File: src/rtl/bus_xfer_arbiter.sv
// bus_xfer_arbiter: grants one register-to-register move at a time on the shared
// DATA bus and drives the one-hot per-register drive/capture strobes.
// Each transfer runs IDLE -> SETUP -> XFER; illegal transfers take IDLE -> ERR.
// Optional feature: define ARB_FIXED_PRIORITY_EN for fixed priority (lowest index
// wins, no round-robin pointer). Default build is round-robin.
module bus_xfer_arbiter #(
    parameter int unsigned NUM_REQ = 4,
    parameter int unsigned NUM_REG = 8,
    parameter int unsigned IDX_W   = 3
) (
    input  logic                     clk,
    input  logic                     reset,
    input  logic [NUM_REQ-1:0]       req,
    input  logic [NUM_REQ*IDX_W-1:0] req_src,
    input  logic [NUM_REQ*IDX_W-1:0] req_dst,
    output logic [NUM_REQ-1:0]       done,
    output logic                     err,
    output logic [NUM_REG-1:0]       bus_enable,
    output logic [NUM_REG-1:0]       bus_latch,
    output logic                     busy
);

    localparam int unsigned ID_W = (NUM_REQ > 1) ? $clog2(NUM_REQ) : 1;
    localparam logic [NUM_REG-1:0] ONE_REG = NUM_REG'(1);
    localparam logic [NUM_REQ-1:0] ONE_REQ = NUM_REQ'(1);

    typedef enum logic [1:0] {StIdle, StSetup, StXfer, StErr} state_e;

    state_e             state_q, state_d;
    logic [IDX_W-1:0]   src_q, src_d, dst_q, dst_d;
    logic [ID_W-1:0]    id_q, id_d;
    logic [ID_W-1:0]    rr_ptr;
    logic [NUM_REQ-1:0] done_d;
    logic               err_d;
    logic [NUM_REG-1:0] en_d, latch_d;

    logic               win_valid;
    logic [ID_W-1:0]    win_id;
    logic [31:0]        arb_idx;
    logic [IDX_W-1:0]   win_src, win_dst;
    logic               win_legal;

    // Arbitration: first requester at or after rr_ptr, wrapping.
    always_comb begin
        win_valid = 1'b0;
        win_id    = '0;
        arb_idx   = '0;
        for (int unsigned k = 0; k < NUM_REQ; k++) begin
            arb_idx = (32'(rr_ptr) + k) % NUM_REQ;
            if (!win_valid && req[arb_idx]) begin
                win_valid = 1'b1;
                win_id    = ID_W'(arb_idx);
            end
        end
        win_src   = req_src[32'(win_id)*IDX_W +: IDX_W];
        win_dst   = req_dst[32'(win_id)*IDX_W +: IDX_W];
        win_legal = (win_src != win_dst) && (32'(win_src) < NUM_REG) &&
                    (32'(win_dst) < NUM_REG);
    end

`ifdef ARB_FIXED_PRIORITY_EN
    assign rr_ptr = '0;
`else
    logic [ID_W-1:0] rr_ptr_q;

    // Round-robin pointer moves past the requester just served (normal or illegal).
    always_ff @(posedge clk or negedge reset) begin
        if (!reset) begin
            rr_ptr_q <= '0;
        end else if (state_q == StXfer || state_q == StErr) begin
            rr_ptr_q <= ID_W'((32'(id_q) + 1) % NUM_REQ);
        end
    end

    assign rr_ptr = rr_ptr_q;
`endif

    // Next state, holding registers and next registered output values.
    always_comb begin
        state_d = state_q;
        src_d   = src_q;
        dst_d   = dst_q;
        id_d    = id_q;
        en_d    = '0;
        latch_d = '0;
        done_d  = '0;
        err_d   = 1'b0;
        unique case (state_q)
            StIdle: begin
                if (win_valid) begin
                    src_d = win_src;
                    dst_d = win_dst;
                    id_d  = win_id;
                    if (win_legal) begin
                        state_d = StSetup;
                        en_d    = ONE_REG << win_src;
                    end else begin
                        // Rejected: no strobes, completion and error next cycle.
                        state_d = StErr;
                        done_d  = ONE_REQ << win_id;
                        err_d   = 1'b1;
                    end
                end
            end
            StSetup: begin
                state_d = StXfer;
                en_d    = ONE_REG << src_q;
                latch_d = ONE_REG << dst_q;
                done_d  = ONE_REQ << id_q;
            end
            StXfer:  state_d = StIdle;
            StErr:   state_d = StIdle;
            default: state_d = StIdle;
        endcase
    end

    // State, holding registers and registered outputs.
    always_ff @(posedge clk or negedge reset) begin
        if (!reset) begin
            state_q    <= StIdle;
            src_q      <= '0;
            dst_q      <= '0;
            id_q       <= '0;
            bus_enable <= '0;
            bus_latch  <= '0;
            done       <= '0;
            err        <= 1'b0;
        end else begin
            state_q    <= state_d;
            src_q      <= src_d;
            dst_q      <= dst_d;
            id_q       <= id_d;
            bus_enable <= en_d;
            bus_latch  <= latch_d;
            done       <= done_d;
            err        <= err_d;
        end
    end

    assign busy = (state_q != StIdle);

endmodule

File: config.mk
export PLATFORM = sky130hd
export DESIGN_NAME = bus_xfer_arbiter
export DESIGN_NICKNAME = d
export VERILOG_FILES = /design/src/rtl/bus_xfer_arbiter.sv
export SDC_FILE = /design/constraint.sdc
export NUM_CORES = 1
export LEC_CHECK = 0
export ABC_AREA = 1
export CORE_UTILIZATION = 55
export CTS_BUF_LIST = sky130_fd_sc_hd__clkbuf_8
export DETAILED_ROUTE_END_ITERATION = 10
export PLACE_DENSITY_LB_ADDON = 0.05
export SLEW_MARGIN = 20
export SYNTH_ARGS = -nofsm -noshare
export SYNTH_HDL_FRONTEND = slang
export SYNTH_SLANG_ARGS = --single-unit
File: constraint.sdc
create_clock -name clk -period 6.3 [get_ports clk]
set_clock_uncertainty 0.2 [all_clocks]
set_input_delay 1.575 -clock clk [delete_from_list [all_inputs] [get_ports clk]]
set_output_delay 1.575 -clock clk [all_outputs]
set_load 0.01 [all_outputs]
# Word level (Yosys, flattened, before mapping)
# Index checks and enable logic that the tools add are counted.
[word_totals] register_bits=33 latchBits=0 mem_bits_rw=0 rom_bits=0 input_bits=30 output_inout_bits=22 wordCells=70 memories=0
[classes] addsub=4 multipliers=1 div=0 n_lt_le_gt_ge=4 eq_ne=5 shift=7 mux=29 n_bitwise=0 reduce_logical=11
[op_table] operator="$mux 8" count=3
[op_table] operator="$shiftx 12x5->3" count=2
[op_table] operator="$shl 1x3->8 const A" count=3
[op_table] operator="$pmux 8 s2" count=1
[op_table] operator="$lt 2x3->1 const B" count=4
[op_table] operator="$mux 2" count=6
[op_table] operator="$mux 1" count=11
[op_table] operator="$bmux 1 s2" count=4
[op_table] operator="$mux 4" count=2
[op_table] operator="$pmux 4 s2" count=1
[op_table] operator="$shl 1x2->4 const A" count=2
[op_table] operator="$pmux 2 s3" count=1
[op_table] operator="$add 2x1->2 const B" count=2
[op_table] operator="$add 2x2->2 const B" count=2
[op_table] operator="$eq 2x2->1 const B" count=2
[op_table] operator="$mul 2x2->4 const B" count=1
[op_table] operator="$logic_and 1x1->1" count=3
[op_table] operator="$logic_not 1->1" count=3
[op_table] operator="$ne 3x3->1" count=1
[op_table] operator="$eq 2x1->1 const B" count=1
[op_table] operator="$logic_not 2->1" count=1
[op_table] operator="$ne 2x2->1 const B" count=1
[op_table] operator="$reduce_and 2->1" count=1
[op_table] operator="$reduce_bool 2->1" count=1
[op_table] operator="2 further kinds" count=2

# Longest topological paths before layout
[logic_depth] ltp_word=18 depth_mapped=20 ltp_nobuf=20

# Least setup slack after synthesis
# OpenSTA, ideal clock, no wires.
[synth_path] kind="input -> register" from="input req[3]" to="register bus_enable[4]" arrival_ns=3.085 t_required_ns=5.983 setup_slack_ns=2.898 cell_stages=17 path_cell_list="inv_1 nand2_2 nand3_1 nand2_2 nor2_4 nand3_4 nand3_4 buf_8 nand2_4 o21ai_2 nand2_2 nand3_1 nand2_2 nor2_4 nand2_4 nand2_1 nand2_1"
[synth_via] elab_chain_len=18 word_cells_on_any_way=30
[synth_lines] element="start: declaration" line="13" rtl="input logic [NUM_REQ-1:0] req,"
[synth_lines] element="$bmux 1 s2" line="50" rtl="if (!win_valid && req[arb_idx]) begin"
[synth_lines] element="$mux 1 (not written as such)" line="50"
[synth_lines] element="$mux 1" line="50"
[synth_lines] element="$logic_not 1->1" line="50"
[synth_lines] element="$logic_and 1x1->1" line="50"
[synth_lines] element="$mux 1" line="50"
[synth_lines] element="$logic_not 1->1" line="50"
[synth_lines] element="$logic_and 1x1->1" line="50"
[synth_lines] element="[... 3 more ...]"
[synth_lines] element="$mux 2" line="50"
[synth_lines] element="$mul 2x2->4" line="55, 56"
[synth_lines] element="$shiftx 12x5->3, on equally long branches" line="55, 56"
[synth_lines] element="$ne 3x3->1 or $shl 1x3->8 (tied branches)" line="57, 96"
[synth_lines] element="$mux 8" line="94" rtl="if (win_legal) begin"
[synth_lines] element="$mux 8 *" line="90" rtl="if (win_valid) begin"
[synth_lines] element="$pmux 8 s2 *" line="88" rtl="unique case (state_q)"
[synth_lines] element="net en_d[4]" line="35" rtl="logic [NUM_REG-1:0] en_d, latch_d;"
[synth_lines] element="end signal: assignment" line="133" rtl="bus_enable <= en_d;"
[synth_lines] element="end: declaration" line="18" rtl="output logic [NUM_REG-1:0] bus_enable,"
# Mark *: on every way through the listed nets, which the timed path passes. The rest lies on a longest branch. The select of a mux whose other input is x is not followed.
# A chain may end at the register's enable or synchronous reset.

# Final worst setup path
[layout_path] from="input req[3]" to="register bus_enable[6]"
# The elaborated chain is that of the path after synthesis.

==> flow_summary.ini <==
[critical_path]
reg2regPathDepth = 17
r2r-start = rr_ptr[0]
critical_path_required_ns = 6.26
critPathArrivalTime_ns = 4.01
worst-setup-path-type = input port to flip-flop
startpoint_type = input port
cp-end-kind = flip-flop
worstReg2RegEnd = bus_enable[6]
r2r_slack_ns = 3.24
critPathMaxFanout = 11

[flow_run]
maxCapViolations = 0

[floorplanning]
fp.dieH_um = 62.8
die_area_um2 = 3940
row_count = 21
core-area_um2 = 3440
die_width_um = 62.8
ios = 52
start_util_pct = 59.0

[drt]
wl_per_cell_um = 10.4
via_count = 1961
drt-initial-drc-count = 79
routed_wl_um = 4090
viasPerCell = 4.98
first_pass_iters = 4
drc = 0
ant_nets = 0

[sta]
min_period_ns = 4.04
rsz0062_at_grt = false
tightest_slew_ns = 0.454
slew_viol_final = 0
tns_ns = 0
finalHoldViolations = 0
fin_crit_sh_pct = 64.2
setup_viol_count_final = 0
max_freq_ghz = 0.247
relSlewSlack_pct = 69.7

[yosys]
ys_ff_latch = 33
ys_warn_count = 0
synth.cell_area_um2 = 2030
synth.distinct_cells = 23
synth.yosys.seq_area_share_pct = 40.6
synth_edf_count = 0
synth_nets = 326
ys.flop_type = dfrtp_1
ys_async_sr_fraction_pct = 100
syn_inst = 292
avgSynthCellArea_um2 = 6.96

[cells_and_area]
layout-area-overhead-vs-synth_pct = 30.7
nets = 381
layout-drive-gt1-share_pct = 9.77
diodes = 0
n_fill_cell = 261

[clocking]
cts_post_setup_buffers_inserted = 0
cts_hold_buf = 0
cts_max_level = 2
cts-resized-gates = 0
cts_tree = yes
clockBufferDepth = 2
cts.sinks = 33
clk_latency_ns = 0.28
cts-root-buf = clkbuf_8
clk_pin_slew_ns = 0.07
cts-buffers-inserted = 5

[placement]
gp_congestion = 0.905
io_buffers = 51
hpwl_um = 3210

[worst_hold_path]
min_path_cells = 2
hold_class = flip-flop to flip-flop
worstHoldStart = dst_q[2]
holdPathEnd = dst_q[2]

[global_routing]
grt_pass1_wl_um = 7540
grt.total_usage_pct = 23.9
grt_max_degree = 34
antenna_found_initial = 0
grt_pass1_vias = 1859
grt_overflow = 0

[status]
status = completed
==> layout by cell type (no fill, tap or decap), types with 4 or more instances in the layout <==
master | netlist | layout
clkbuf_8 | 0 | 5
clkdlybuf4s50_1 | 0 | 51
dfrtp_1 | 33 | 33
ha_1 | 4 | 4
inv_1 | 30 | 31
nand2_1 | 128 | 128
nand2_2 | 11 | 11
nand3_1 | 15 | 15
nand4_1 | 11 | 11
nor2_1 | 25 | 25
o21ai_0 | 12 | 12
==> state kept, by name, summed over array words and instances, names as in the netlist <==
| signal | count |
|---|---|
| id_q | 2 |
| bus_latch | 8 |
| src_q | 3 |
| state_q | 2 |
| done | 4 |
| bus_enable | 8 |
| rr_ptr | 2 |
| err | 1 |
| dst_q | 3 |
==> per-layer routing <==
layer	routed length, um	global-route usage [%]
met3	153	4.38
met4	15	3.78
met1	1940	31.3
met2	1980	41.7
met5	0	0
==> Yosys cell counts, types with 2 or more instances <==
library cell / number / area, um2
nand2_1: 128 / 480
dfrtp_1: 33 / 826
inv_1: 30 / 113
nor2_1: 25 / 93.8
nand3_1: 15 / 75.1
o21ai_0: 12 / 60.1
nand2_2: 11 / 68.8
nand4_1: 11 / 68.8
ha_1: 4 / 50.1
clkinv_1: 3 / 11.3
nand2_4: 3 / 33.8
inv_2: 2 / 7.51
nand3_4: 2 / 35.0
nor2_2: 2 / 12.5
nor2_4: 2 / 22.5
o21ai_2: 2 / 17.5
==> worst max-delay path by stage <==
stage	startpoint	slack [ns]	cells past startpoint	end
3_5_place_dp	req[1]	1.99	17	bus_enable[1]
3_3_place_gp	req[2]	2.10	18	bus_enable[7]
2_1_floorplan	req[3]	2.90	17	bus_enable[4]
4_1_cts	req[3]	2.27	17	bus_enable[6]
5_1_grt	req[3]	1.91	18	bus_enable[6]
6_report	req[3]	2.26	18	bus_enable[6]
==> area by class of cell <==
class                           count  area, um2  area share (%)
Multi-Input combinational cell    220       1040            39.2
Tap cell                           46       57.6            2.17
Timing Repair Buffer               52        518            19.5
Inverter                           35        131            4.95
Clock buffer                        5       68.8            2.59
Clock inverter                      3       13.8           0.518
Sequential cell                    33        826            31.1
==> worst max-delay path, cell delays in order <==
cell and delay [ns]:
clkdlybuf4s50_1 0.48, inv_1 0.06, nand2_2 0.06, nand3_1 0.11, nand2_2 0.12, nor2_4 0.06, nand3_1 0.07, nand3_1 0.08
nand2_1 0.26, clkinv_1 0.30, nand3_1 0.13, nand2_1 0.10, nand3_1 0.10, nand2_2 0.06, nor2_4 0.16, nand2_4 0.12
nand2_1 0.08, nand2_1 0.06
==> logic make-up after synthesis <==
logic type               synth area share (%)
buffers and inverters                    8.19
AO/OA/AOI/OAI                            3.82
flip-flops                               40.6
AND/OR/NAND/NOR                          44.9
adder cells (fa/ha/maj)                  2.46
==> metrics by stage <==
stage	area [um2]	std cells	utilization (%)	hold slack [ns]	setup slack [ns]
2_1_floorplan	2030	292	-	0.267	2.90
3_3_place_gp	2570	386	74.7	0.285	2.10
3_5_place_dp	2570	386	74.7	0.313	1.99
4_1_cts	2660	394	77.1	0.329	2.27
5_1_grt	2660	394	77.1	0.340	1.91
6_report	2660	394	77.1	0.324	2.26
Power is not shown: default switching activity piles up to over one toggle a cycle in this logic, so the estimate is an artifact.
